==> config.mk <==
export PLATFORM = sky130hd
export DESIGN_NAME = kcpsmx_intc
export DESIGN_NICKNAME = d
export VERILOG_FILES = /design/src/rtl/kcpsmx_intc_pkg.sv /design/src/rtl/kcpsmx_intc_prio.sv /design/src/rtl/kcpsmx_intc.sv
export SDC_FILE = /design/constraint.sdc
export NUM_CORES = 1
export LEC_CHECK = 0
export ABC_AREA = 1
export CAP_MARGIN = 15
export CORE_MARGIN = 2
export CORE_UTILIZATION = 54
export CTS_CLUSTER_SIZE = 40
export DETAILED_ROUTE_END_ITERATION = 7
export PLACE_DENSITY_LB_ADDON = 0.05
export SYNTH_ARGS = -nofsm -noshare
export SYNTH_HDL_FRONTEND = slang
export SYNTH_HIERARCHICAL = 1
export SYNTH_SLANG_ARGS = --single-unit
==> constraint.sdc <==
create_clock -name clk -period 2.5 [get_ports clk]
set_clock_uncertainty 0.15 [all_clocks]
set_input_delay 0.375 -clock clk [delete_from_list [all_inputs] [get_ports clk]]
set_output_delay 0.375 -clock clk [all_outputs]
set_load 0.02 [all_outputs]
==> src/rtl/kcpsmx_intc_pkg.sv <==
// Shared types and constants for the kcpsmx port-mapped interrupt controller.
package kcpsmx_intc_pkg;

  localparam int unsigned PORT_WIDTH       = 8;
  localparam int unsigned PORT_DEPTH       = 8;
  localparam int unsigned INTC_MAX_SOURCES = 8;
  localparam int unsigned INTC_ID_W        = 3;

  localparam logic [1:0] INTC_STATUS = 2'd0;
  localparam logic [1:0] INTC_MASK   = 2'd1;
  localparam logic [1:0] INTC_ACTIVE = 2'd2;
  localparam logic [1:0] INTC_MODE   = 2'd3;

  typedef enum logic [1:0] {
    IDLE    = 2'd0,
    REQ     = 2'd1,
    ACKED   = 2'd2,
    SERVICE = 2'd3
  } intc_state_t;

  typedef struct packed {
    logic       hit;
    logic [1:0] sel;
  } intc_decode_t;

  function automatic logic [INTC_MAX_SOURCES-1:0] intc_onehot(
    input logic [INTC_ID_W-1:0] idx
  );
    return INTC_MAX_SOURCES'(1) << idx;
  endfunction

endpackage

==> src/rtl/kcpsmx_intc_prio.sv <==
// Fixed-priority encoder: lowest-index set bit wins.
module kcpsmx_intc_prio
  import kcpsmx_intc_pkg::*;
#(
  parameter int unsigned N = 8
) (
  input  logic [N-1:0]         eligible_i,
  output logic [INTC_ID_W-1:0] winner_c,
  output logic                 any_valid_c
);

  // Scan high to low so the lowest set index is the last one written.
  always_comb begin
    winner_c    = '0;
    any_valid_c = 1'b0;
    for (int i = int'(N) - 1; i >= 0; i--) begin
      if (eligible_i[i]) begin
        winner_c    = INTC_ID_W'(i);
        any_valid_c = 1'b1;
      end
    end
  end

endmodule

==> src/rtl/kcpsmx_intc.sv <==
// Interrupt controller between N peripheral sources and the kcpsmx core,
// with a request/ack/EOI handshake and a four-register port-mapped window.
module kcpsmx_intc
  import kcpsmx_intc_pkg::*;
#(
  parameter int unsigned           NUM_SOURCES = 8,
  parameter logic [PORT_DEPTH-1:0] BASE_ADDR   = 8'hE0
) (
  input  logic                   clk,
  input  logic                   reset,
  input  logic [NUM_SOURCES-1:0] irq_src,
  input  logic [PORT_DEPTH-1:0]  port_id,
  input  logic                   write_strobe,
  input  logic                   read_strobe,
  input  logic [PORT_WIDTH-1:0]  out_port,
  output logic [PORT_WIDTH-1:0]  rd_data,
  output logic                   interrupt,
  input  logic                   interrupt_ack,
  output logic [INTC_ID_W-1:0]   active_id,
  output logic                   busy
);

  intc_state_t                 state_q, state_d;
  logic [NUM_SOURCES-1:0]      pending_q, pending_d;
  logic [NUM_SOURCES-1:0]      mask_q, mask_d;
  logic [NUM_SOURCES-1:0]      mode_q, mode_d;
  logic [NUM_SOURCES-1:0]      src_q;
  logic [INTC_ID_W-1:0]        active_id_q, active_id_d;
  logic                        interrupt_q, interrupt_d;
  logic                        busy_q, busy_d;

  intc_decode_t                dec_c;
  logic [PORT_DEPTH-1:0]       offset_c;
  logic                        wr_status_c, wr_mask_c, wr_mode_c, eoi_c;
  logic [NUM_SOURCES-1:0]      wr_data_c;
  logic [NUM_SOURCES-1:0]      eligible_c;
  logic [INTC_ID_W-1:0]        winner_c;
  logic                        any_valid_c;
  logic                        ack_take_c;
  logic [INTC_MAX_SOURCES-1:0] winner_oh_c;
  logic [NUM_SOURCES-1:0]      ack_clr_c;
  logic [NUM_SOURCES-1:0]      w1c_c;
  logic [NUM_SOURCES-1:0]      edge_set_c;

  // Port window decode; subtraction lets BASE_ADDR sit on any byte.
  always_comb begin
    offset_c    = port_id - BASE_ADDR;
    dec_c.hit   = (offset_c < PORT_DEPTH'(4));
    dec_c.sel   = offset_c[1:0];
    wr_data_c   = out_port[NUM_SOURCES-1:0];
    wr_status_c = write_strobe && dec_c.hit && (dec_c.sel == INTC_STATUS);
    wr_mask_c   = write_strobe && dec_c.hit && (dec_c.sel == INTC_MASK);
    eoi_c       = write_strobe && dec_c.hit && (dec_c.sel == INTC_ACTIVE);
    wr_mode_c   = write_strobe && dec_c.hit && (dec_c.sel == INTC_MODE);
  end

  assign eligible_c = pending_q & mask_q;

  kcpsmx_intc_prio #(
    .N (NUM_SOURCES)
  ) u_prio (
    .eligible_i  (eligible_c),
    .winner_c    (winner_c),
    .any_valid_c (any_valid_c)
  );

  // Next-state: handshake FSM, pending/mask/mode registers, registered outputs.
  always_comb begin
    state_d     = state_q;
    active_id_d = active_id_q;
    mask_d      = mask_q;
    mode_d      = mode_q;
    ack_take_c  = 1'b0;

    unique case (state_q)
      IDLE: begin
        if (any_valid_c) state_d = REQ;
      end
      REQ: begin
        if (!any_valid_c) begin
          state_d = IDLE;
        end else if (interrupt_ack) begin
          state_d     = ACKED;
          active_id_d = winner_c;
          ack_take_c  = 1'b1;
        end
      end
      ACKED: begin
        state_d = eoi_c ? IDLE : SERVICE;
      end
      SERVICE: begin
        if (eoi_c) state_d = IDLE;
      end
      default: state_d = IDLE;
    endcase

    winner_oh_c = intc_onehot(winner_c);
    ack_clr_c   = ack_take_c ? winner_oh_c[NUM_SOURCES-1:0] : '0;
    w1c_c       = wr_status_c ? wr_data_c : '0;
    edge_set_c  = irq_src & ~src_q;
    // Edge bits: a new edge beats a same-cycle clear. Level bits mirror the source.
    pending_d   = (mode_q & (edge_set_c | (pending_q & ~w1c_c & ~ack_clr_c)))
                | (~mode_q & irq_src);

    if (wr_mask_c) mask_d = wr_data_c;
    if (wr_mode_c) mode_d = wr_data_c;

    interrupt_d = (state_d == REQ);
    busy_d      = (state_d == ACKED) || (state_d == SERVICE);
  end

  always_ff @(posedge clk or negedge reset) begin
    if (!reset) begin
      state_q     <= IDLE;
      pending_q   <= '0;
      mask_q      <= '0;
      mode_q      <= '0;
      src_q       <= '0;
      active_id_q <= '0;
      interrupt_q <= 1'b0;
      busy_q      <= 1'b0;
    end else begin
      state_q     <= state_d;
      pending_q   <= pending_d;
      mask_q      <= mask_d;
      mode_q      <= mode_d;
      src_q       <= irq_src;
      active_id_q <= active_id_d;
      interrupt_q <= interrupt_d;
      busy_q      <= busy_d;
    end
  end

  // Side-effect-free read mux; zero unless a read hits the window.
  always_comb begin
    rd_data = '0;
    if (read_strobe && dec_c.hit) begin
      unique case (dec_c.sel)
        INTC_STATUS: rd_data = PORT_WIDTH'(pending_q);
        INTC_MASK:   rd_data = PORT_WIDTH'(mask_q);
        INTC_ACTIVE: rd_data = PORT_WIDTH'(active_id_q);
        INTC_MODE:   rd_data = PORT_WIDTH'(mode_q);
        default:     rd_data = '0;
      endcase
    end
  end

  assign interrupt = interrupt_q;
  assign busy      = busy_q;
  assign active_id = active_id_q;

endmodule

* Word level (Yosys, flattened, before mapping)
Cells that the tools add are included.
** Storage, ports and cells
- Logic and storage cells :: 71
- Register bits after elaboration :: 39
- Output and inout port bits :: 13
** Cells by class
- Shifts and indexed selects :: 1
- Eq/ne operators :: 9
- Reductions and logical operators :: 10
- Mux-type cells :: 29
- Bitwise gates (word level) :: 12
- $add $sub $neg :: 1
- $lt $le $gt $ge :: 1
** Operator list (count)
- $and 8x8->8 :: 6
- $not 8->8 :: 4
- $pmux 8 s4 :: 1
- $mux 3 :: 8
- $mux 8 :: 3
- $or 8x8->8 :: 2
- $eq 2x2->1 const B :: 6
- $mux 1 :: 11
- $mux 2 :: 5
- $lt 8x3->1 const B :: 1
- $pmux 2 s4 :: 1
- $shl 1x3->8 const A :: 1
- $sub 8x8->8 const B :: 1
- $eq 2x1->1 const B :: 3
- $logic_and 1x1->1 :: 6
- $logic_not 2->1 :: 2
- $reduce_and 3->1 :: 1
- $logic_or 1x1->1 :: 1

* Longest topological paths before layout
Gate-level depths: netlist (run 1).
- Word-level depth :: 17
- Depth in mapped cells :: 15

* Modules after synthesis
Netlist (run 1), hierarchy kept.
** By module, submodules not included
- kcpsmx_intc :: cells each 249, area an instance 1988.2 sq um, instances 1
- kcpsmx_intc_prio :: cells each 22, area an instance 98.8 sq um, instances 1

* Worst setup path before layout (run 1)
OpenSTA, ideal clock, no wires.
- Path type :: input -> output
- Start point :: in port_id[5]
- End point :: out rd_data[3]
- Data required time :: 1.975 ns
- Stages :: 7
- Data arrival time :: 1.612 ns
- Slack :: 0.363 ns
- Cell sequence :: ha_1 nor2_1 nand3_1 nor2_4 buf_6 nand2_4 a31oi_1
** Between the ends
- Cells in the longest elaborated chain, start to end :: 4
** RTL lines
- start, declared :: line kcpsmx_intc.sv:12 : input logic [PORT_DEPTH-1:0] port_id,
- $sub 8x8->8 :: line kcpsmx_intc.sv:47 : offset_c = port_id - BASE_ADDR;
- $lt 8x3->1 :: line kcpsmx_intc.sv:48 : dec_c.hit = (offset_c < PORT_DEPTH'(4));
- $logic_and 1x1->1 :: line kcpsmx_intc.sv:137 : if (read_strobe && dec_c.hit) begin
- $mux 8 :: line kcpsmx_intc.sv:137
- end, declared :: line kcpsmx_intc.sv:16 : output logic [PORT_WIDTH-1:0] rd_data,
Every way passes these cells.

* Worst setup path after layout (run 1)
- Start point :: in port_id[6]
- End point :: out rd_data[6]
The elaborated chain is that of the path after synthesis.

==> flow_metrics.py, run 1 <==
metrics = {
    "pwr": {
        "power_density_mw_per_mm2": 558,
        "p_leak_nw": 1.32,
        "ir_drop_uv": 325,
        "power_w": 0.00149,
    },
    "logic_synthesis": {
        "netlist_area_sq_mm": 0.00209,
        "yosysWarnings": 6,
        "ys_top_cells_by_area": "dfrtp_1 47%, nand2_1 20%, o21ai_2 6.7%",
        "syn_inst": 271,
        "avgSynthCellArea_sq_um": 7.70,
        "ys_seq_area_share_pct": 46.8,
        "ys_types": 22,
        "synth_fp_nets": 301,
        "synth_seq_cells": 39,
        "yosysTopAreaCell": "dfrtp_1",
        "synth_top_area_share_pct": 46.8,
    },
    "hold_path": {
        "min_path_type": "input port to asynchronous set/reset pin",
    },
    "critical_path": {
        "cp.required_ps": 1980,
        "critPathKind": "input port to primary output",
        "path_buf_inv": 2,
        "cp-start-kind": "input port",
        "worst-path-max-fanout": 8,
        "crit_family": "buffers and inverters",
        "endpoint_kind": "primary output",
        "cp_cell_sequence": "clkdlybuf4s50_1, ha_1, nor2_2, nand3_2, nor2_4, nand2_4, a31oi_1, buf_2",
        "slowest_stage": "clkdlybuf4s50_1",
        "slowest_delay_ps": 400,
        "worstPathArrival_ps": 1880,
        "reg2reg_slack_ps": 610,
    },
    "placement": {
        "place_ws_ps": -386,
        "post_dp_cell_area_sq_mm": 0.00258,
        "port_buffers": 41,
        "dpl.cell_count": 363,
        "dp.final_hpwl_mm": 3.33,
        "finalWeightedCongestion": 0.908,
    },
    "floorplan": {
        "initial_core_util_pct": 56.6,
        "dieArea_sq_mm": 0.00438,
        "die_y_um": 66.2,
        "pin_count": 42,
        "die_x_um": 66.2,
        "coreArea_sq_mm": 0.00369,
        "num_rows": 22,
    },
    "timing": {
        "maxSlewHeadroom_pct": 41.7,
        "min_period_ps": 2400,
        "setup_violations": 0,
        "fmax_ghz": 0.416,
        "tightest_slew_ps": 875,
        "finalCritPeriodShare_pct": 96.2,
        "worst_slack_ps": 95.5,
        "hold_viol": 0,
        "maxSlewViolCount": 0,
    },
    "route": {
        "m1WireLength_mm": 2.07,
        "drt_wl_total_mm": 4.79,
        "top_layer": "met4",
        "post_drt_wl_per_cell_um": 12.9,
        "dr.pass1.iters": 5,
        "num_vias": 1893,
        "post_drt_via_cell_ratio": 5.10,
        "route.met3.wl_um": 355,
        "antenna_left": 0,
        "dr.first_iter.drc_count": 126,
        "drc_errors": 0,
        "route.met2.wl_mm": 2.29,
    },
    "cells_and_area": {
        "layout_commonest_cell": "nand2_1",
        "nNetsFinal": 352,
        "layout_common_cells": "113 x nand2_1, 39 x dfrtp_1, 36 x inv_1",
        "fin_area_sq_mm": 0.00266,
        "fin_cells": 371,
        "drive_above_1_share_pct": 16.1,
        "postLayoutCoreUtil_pct": 72.2,
        "area_growth_pct": 27.6,
        "fillCellCount": 315,
        "diodes": 0,
    },
    "global_route": {
        "grt_max_degree": 40,
        "grt_usage_pct": 25.8,
        "antenna_found_initial": 0,
        "overflow": 0,
        "grt_pass1_vias": 1889,
        "grt_pass1_wl_mm": 8.49,
    },
    "flow_run": {
        "maxCapViolCount": 0,
    },
    "clock_tree": {
        "cts_sinks": 39,
        "cts_root_buf": "clkbuf_8",
        "path_clk_slew_ps": 70,
        "cts_buffers": 5,
        "cts_buffer_depth": 2,
        "cts_hold_buf": 0,
        "worstSkewPairLatency_ps": 290,
        "htree_levels": 2,
        "cts_tree": "built",
    },
    "run_status": {
        "status": "finished clean",
    },
}
-- layout make-up --
cell class / instances / area [sq um] / area share [%]
clock buffer: 8 / 100 / 3.76
inverter: 37 / 139 / 5.22
multi-input combinational: 190 / 942 / 35.4
sequential: 39 / 976 / 36.7
tap: 48 / 60.1 / 2.26
timing repair buffer: 49 / 445 / 16.7
-- worst paths after layout --
| check | start | endpoint | depth (start not counted) |
|---|---|---|---|
| worst max-delay path | port_id[6] | rd_data[6] | 8 |
| worst min-delay path | reset | mode_q[5]$_DFFE_PN0P_ | 1 |
| worst max register to register | pending_q[1]$_DFF_PN0_ | pending_q[4]$_DFF_PN0_ | 10 |
| worst min register to register | src_q[3]$_DFF_PN0_ | pending_q[3]$_DFF_PN0_ | 3 |
| max in group asynchronous | reset | mode_q[2]$_DFFE_PN0P_ | 1 |
| min in group clk | src_q[3]$_DFF_PN0_ | pending_q[3]$_DFF_PN0_ | 3 |
-- cells by family after synthesis --
logic type	synth area share, %
AND/OR/NAND/NOR	32.4
AO/OA/AOI/OAI	11.5
adder cells (fa/ha/maj)	0.599
flip-flops	46.8
buffers and inverters	8.75
-- synthesized netlist by cell type --
cell	n
nor2_1	18
buf_2	2
nand4_1	9
nor2_2	2
nand2_1	113
dfrtp_1	39
or2_1	1
o21ai_0	2
nor2_4	2
nand3_4	2
o21bai_1	1
o21ai_1	1
nand3_1	6
nand2_4	1
ha_1	1
inv_2	1
o21ai_2	16
buf_6	3
a31oi_1	6
nor3_2	1
a21oi_1	8
inv_1	36
-- flip-flops by register name, summed over array words and instances (netlist names) --
signal     flops
busy           1
interrupt      1
pending_q      8
src_q          8
mode_q         8
active_id      3
mask_q         8
state_q        2
-- where the power goes --
part / total [W] / switching [W] / internal [W]
Combinational: 0.000292 / 0.000162 / 0.000129
Sequential: 0.000726 / 0.0000345 / 0.000691
Clock: 0.000468 / 0.000217 / 0.000252
-- metal layers --
| layer | vias to the layer above | global-route usage, % |
|---|---|---|
| met3 | 7 | 5.45 |
| met5 | - | 0 |
| li1 | 955 | - |
| met2 | 59 | 42.9 |
| met4 | 0 | 8.16 |
| met1 | 872 | 33.7 |
-- what timing repair did --
item	4_1_cts	5_1_grt
resized for setup	34	9
pin swaps	0	4
hold endpoints to repair	0	0
setup buffers	0	0
endpoints found under the setup margin	8	8
-- stage by stage --
stage,setup TNS (ps),hold slack [ps]
2_1_floorplan,0,-70.6
3_3_place_gp,-2440,329
3_5_place_dp,-2830,336
4_1_cts,0,72.1
5_1_grt,-10.5,118
6_report,0,43.2
(Power assumes the default switching activity.)
==> run 2: changes to the inputs <==
--- a/config.mk
+++ b/config.mk
@@ -12,6 +12,8 @@
 export CTS_CLUSTER_SIZE = 40
 export DETAILED_ROUTE_END_ITERATION = 7
 export PLACE_DENSITY_LB_ADDON = 0.05
+export REMOVE_ABC_BUFFERS = 1
+export SLEW_MARGIN = 20
 export SYNTH_ARGS = -nofsm -noshare
 export SYNTH_HDL_FRONTEND = slang
 export SYNTH_HIERARCHICAL = 1
==> run 2 against run 1 <==
Global-route usage down 0.66 points. Design area is 0.99% higher. Fmax down 1.4%. Critical endpoint unchanged. Non-clock buffer count grew 3.
==> flow_metrics.py, run 2 (synthesis gave the netlist of run 1 again) <==
metrics = {
    "floorplan": {
        "initial_core_util_pct": 56.6,
        "die_x_um": 66.2,
        "pin_count": 42,
        "die_y_um": 66.2,
        "dieArea_sq_mm": 0.00438,
        "coreArea_sq_mm": 0.00369,
        "num_rows": 22,
    },
    "cells_and_area": {
        "postLayoutCoreUtil_pct": 72.9,
        "layout_common_cells": "113 x nand2_1, 39 x dfrtp_1, 36 x inv_1",
        "drive_above_1_share_pct": 16.6,
        "multi_input_area_sq_um": 941,
        "area_growth_pct": 28.8,
        "nNetsFinal": 355,
        "layout_commonest_cell": "nand2_1",
        "fin_cells": 374,
        "diodes": 0,
        "fillCellCount": 312,
        "regArea_sq_um": 976,
    },
    "pwr": {
        "power_w": 0.00148,
        "p_leak_nw": 1.32,
        "ir_drop_uv": 399,
        "power_density_mw_per_mm2": 549,
    },
    "critical_path": {
        "cp.required_ps": 1980,
        "crit_start": "port_id[5]",
        "cp-start-kind": "input port",
        "endpoint_kind": "primary output",
        "slowest_stage": "clkdlybuf4s50_1",
        "r2r_start": "pending_q[2]$_DFF_PN0_",
        "slowest_delay_ps": 430,
        "crit_cells": 8,
        "worst-path-max-fanout": 8,
        "worstPathArrival_ps": 1910,
        "critPathKind": "input port to primary output",
        "r2r_cells": 13,
        "cp_cell_sequence": "clkdlybuf4s50_1, ha_1, nor2_1, nand3_1, nor2_4, nand2_4, a31oi_2, buf_4",
        "crit_family": "buffers and inverters",
        "path_buf_inv": 2,
    },
    "route": {
        "post_drt_wl_per_cell_um": 13.2,
        "top_layer": "met4",
        "route.met2.wl_mm": 2.38,
        "dr.first_iter.drc_count": 157,
        "drc_errors": 0,
        "dr.pass1.iters": 5,
        "route.met3.wl_um": 393,
        "antenna_left": 0,
        "post_drt_via_cell_ratio": 5.17,
        "drt_wl_total_mm": 4.95,
        "m1WireLength_mm": 2.11,
        "num_vias": 1935,
    },
    "timing": {
        "setup_violations": 0,
        "tightest_slew_ps": 869,
        "rsz0062_at_grt": "yes",
        "maxSlewHeadroom_pct": 42.1,
        "hold_viol": 0,
        "min_period_ps": 2440,
        "fmax_ghz": 0.410,
        "maxSlewViolCount": 0,
        "fin_hold_ws_ps": 57.3,
        "finalCritPeriodShare_pct": 97.5,
    },
    "global_route": {
        "grt_max_degree": 40,
        "overflow": 0,
        "antenna_found_initial": 0,
        "grt_usage_pct": 25.2,
        "grt_pass1_vias": 1852,
        "grt_pass1_wl_mm": 8.29,
    },
    "clock_tree": {
        "cts_tree": "built",
        "cts_setup_buffers": 0,
        "htree_levels": 2,
        "cts_sinks": 39,
        "cts_root_buf": "clkbuf_8",
        "cts_buffer_depth": 2,
        "worstSkewPairLatency_ps": 280,
        "cts_hold_buf": 0,
        "cts_buffers": 5,
        "path_clk_slew_ps": 70,
    },
    "hold_path": {
        "min_path_type": "input port to asynchronous set/reset pin",
    },
    "flow_run": {
        "maxCapViolCount": 0,
    },
    "placement": {
        "finalWeightedCongestion": 0.890,
        "dpl.cell_count": 366,
        "dp.final_hpwl_mm": 3.57,
        "port_buffers": 41,
    },
    "run_status": {
        "status": "finished clean",
    },
}
==> run 2: timing repair <==
item / 4_1_cts / 5_1_grt
gates resized for setup: 35 / 9
endpoints found under the hold margin: 0 / 0
endpoints found under the setup margin: 8 / 7
pin swaps: 0 / 0
==> run 2: layout make-up <==
cell class              count  area share, %
clock buffers               8           3.72
inverters                  37           5.17
multi-input cells         190           35.0
flip-flops and latches     39           36.3
well taps                  48           2.23
repair buffers             52           17.6
==> run 2: stage by stage <==
stage | setup TNS [ps] | worst slack [ps] | area, sq um
2_1_floorplan | 0 | 355 | 2040
3_3_place_gp | -2580 | -345 | 2600
3_5_place_dp | -2910 | -408 | 2600
4_1_cts | 0 | 23.5 | 2680
5_1_grt | -103 | -29.0 | 2690
6_report | 0 | 62.1 | 2690
==> run 2: power by group <==
part	internal, W	switching (W)	leakage, nW
registers	0.000691	0.0000340	0.500
clock network	0.000252	0.000203	0.0515
logic	0.000131	0.000164	0.771
total	0.00107	0.000402	1.32
==> run 2: layer usage <==
layer / GRT usage (%) / vias up
li1: - / 957
met1: 32.6 / 902
met2: 42.3 / 70
met3: 4.94 / 6
met4: 7.91 / 0
met5: 0 / -
==> run 2: path summary, 6_finish.rpt <==
kind	endpoint	slack [ps]
worst max-delay path	rd_data[6]	60
min in group clk	pending_q[4]$_DFF_PN0_	340
max in group asynchronous	mode_q[5]$_DFFE_PN0P_	1600
worst min-delay path	pending_q[1]$_DFF_PN0_	60
worst min register to register	pending_q[4]$_DFF_PN0_	340
worst max register to register	pending_q[5]$_DFF_PN0_	590
==> run 3: changes to the inputs <==
--- a/config.mk
+++ b/config.mk
@@ -9,8 +9,10 @@
 export CAP_MARGIN = 15
 export CORE_MARGIN = 2
 export CORE_UTILIZATION = 54
+export CTS_BUF_LIST = sky130_fd_sc_hd__clkbuf_8
 export CTS_CLUSTER_SIZE = 40
 export DETAILED_ROUTE_END_ITERATION = 7
+export GPL_ROUTABILITY_DRIVEN = 1
 export PLACE_DENSITY_LB_ADDON = 0.05
 export REMOVE_ABC_BUFFERS = 1
 export SLEW_MARGIN = 20
==> run 3 against run 2 <==
Power down 0.23%. Sequential power about the same. Fmax about the same. Worst setup slack worse by 1.6 ps. Die area unchanged. Design area unchanged. Critical path depth unchanged. Combinational power about the same. Register-to-register slack about the same. Largest cell class unchanged. Highest routed layer unchanged.
==> flow_metrics.py, run 3 (synthesis gave the netlist of run 1 again) <==
metrics = {
    "timing": {
        "maxSlewViolCount": 0,
        "setup_violations": 0,
        "rsz0062_at_grt": "yes",
        "fmax_ghz": 0.410,
        "maxSlewHeadroom_pct": 41.9,
        "hold_viol": 0,
        "tightest_slew_ps": 871,
        "finalCritPeriodShare_pct": 97.6,
        "min_period_ps": 2440,
    },
    "critical_path": {
        "slowest_delay_ps": 430,
        "cp-start-kind": "input port",
        "path_buf_inv": 2,
        "cp_cell_sequence": "clkdlybuf4s50_1, ha_1, nor2_1, nand3_1, nor2_4, nand2_4, a31oi_2, buf_4",
        "critPathKind": "input port to primary output",
        "endpoint_kind": "primary output",
        "worst-path-max-fanout": 8,
        "r2r_start": "pending_q[2]$_DFF_PN0_",
        "slowest_stage": "clkdlybuf4s50_1",
        "crit_family": "buffers and inverters",
        "cp.required_ps": 1980,
        "worstPathArrival_ps": 1910,
        "crit_start": "port_id[5]",
    },
    "clock_tree": {
        "cts_root_buf": "clkbuf_8",
        "htree_levels": 2,
        "cts_tree": "built",
        "path_clk_slew_ps": 70,
        "cts_buffer_depth": 2,
        "worstSkewPairLatency_ps": 280,
        "cts_sinks": 39,
        "cts_buffers": 5,
        "cts_hold_buf": 0,
    },
    "pwr": {
        "power_density_mw_per_mm2": 548,
        "switching_share_pct": 27.3,
        "p_int_w": 0.00107,
        "power_w": 0.00147,
        "sequentialPowerShare_pct": 49.2,
        "combPwrFrac_pct": 20.1,
        "ir_drop_uv": 396,
        "p_leak_nw": 1.33,
        "p_clk_share_pct": 30.7,
        "p_switching_w": 0.000402,
    },
    "route": {
        "drc_errors": 0,
        "drt_wl_total_mm": 4.95,
        "num_vias": 1937,
        "antenna_left": 0,
        "post_drt_via_cell_ratio": 5.18,
        "dr.pass1.iters": 4,
        "post_drt_wl_per_cell_um": 13.2,
        "dr.first_iter.drc_count": 158,
    },
    "cells_and_area": {
        "fin_cells": 374,
        "postLayoutCoreUtil_pct": 72.9,
        "fillCellCount": 312,
        "layout_commonest_cell": "nand2_1",
        "drive_above_1_share_pct": 16.6,
        "area_growth_pct": 28.8,
        "diodes": 0,
        "nNetsFinal": 355,
        "layout_common_cells": "113 x nand2_1, 39 x dfrtp_1, 37 x inv_1",
        "multi_input_area_sq_um": 941,
        "regArea_sq_um": 976,
    },
    "placement": {
        "finalWeightedCongestion": 0.890,
        "dpl.cell_count": 366,
        "dp.final_hpwl_mm": 3.57,
        "port_buffers": 41,
    },
    "flow_run": {
        "maxCapViolCount": 0,
    },
    "floorplan": {
        "die_x_um": 66.2,
        "pin_count": 42,
        "initial_core_util_pct": 56.6,
        "coreArea_sq_mm": 0.00369,
        "die_y_um": 66.2,
        "dieArea_sq_mm": 0.00438,
        "num_rows": 22,
    },
    "global_route": {
        "overflow": 0,
        "grt_pass1_vias": 1852,
        "grt_pass1_wl_mm": 8.29,
        "grt_max_degree": 40,
        "grt_usage_pct": 25.2,
        "antenna_found_initial": 0,
    },
    "hold_path": {
        "min_path_type": "input port to asynchronous set/reset pin",
    },
    "run_status": {
        "status": "finished clean",
    },
}
-- run 3: changes by cell type in the layout (fill, tap and decap cells not counted), sizes merged --
| cell | change |
|---|---|
| clkbuf | -1 |
| inv | +1 |
-- run 3: cell type report --
type                            instances  area share (%)
Tap cell                               48            2.23
Multi-Input combinational cell        190            35.0
Clock inverter                          1           0.140
Timing Repair Buffer                   52            17.6
Clock buffer                            7            3.58
Sequential cell                        39            36.3
Inverter                               37            5.17
-- run 3: worst paths after layout --
path	endpoint	slack, ps	cells after the start
max	rd_data[6]	60	8
min	pending_q[1]$_DFF_PN0_	60	1
max reg2reg	pending_q[5]$_DFF_PN0_	590	13
min reg2reg	pending_q[4]$_DFF_PN0_	340	3
max in group asynchronous	mode_q[5]$_DFFE_PN0P_	1600	1
min in group clk	pending_q[4]$_DFF_PN0_	340	3
-- run 3: metrics by stage --
stage                     cell area (sq um)  hold slack [ps]  setup TNS, ps  worst slack, ps
after floorplan                        2040            -70.6              0              355
after global placement                 2600              329          -2580             -345
after detailed placement               2600              334          -2910             -408
after CTS                              2680             80.4              0             23.5
after global routing                   2690              130           -103            -29.0
final                                  2690             58.0              0             60.5
-- run 3: routing by layer --
layer,GRT usage [%],wire [um],share of wire [%]
met5,0,0,0
met4,7.91,71,1.4
met3,4.94,374,7.6
met2,42.3,2370,48
met1,32.6,2130,43
-- run 3: worst register-to-register path, cell delays in order (launching register included) --
cell     delay (ps)
dfrtp_1         380
nand2_1          70
inv_1            60
inv_1            60
nand4_1         100
inv_1            40
nand2_1          60
nand2_1          90
nor2_2          270
nand2_1         200
nor2_1          160
nor2_1           50
nand2_1          70
nand2_1          40
-- run 3: power by group through the flow --
| stage | combinational, W | sequential [W] | clock (W) |
|---|---|---|---|
| 6_report | 0.000295 | 0.000725 | 0.000452 |
| 5_1_grt | 0.000333 | 0.000732 | 0.000487 |
| 4_1_cts | 0.000297 | 0.000725 | 0.000463 |
| 3_5_place_dp | 0.000296 | 0.000737 | 0 |
| 3_3_place_gp | 0.000290 | 0.000735 | 0 |
| 2_1_floorplan | 0.000130 | 0.000752 | 0 |
-- run 3: what timing repair did --
item                       4_1_cts  5_1_grt
hold endpoints to repair         0        0
setup endpoints to repair        8        7
buffers inserted                 0        0
resized for setup               35        9
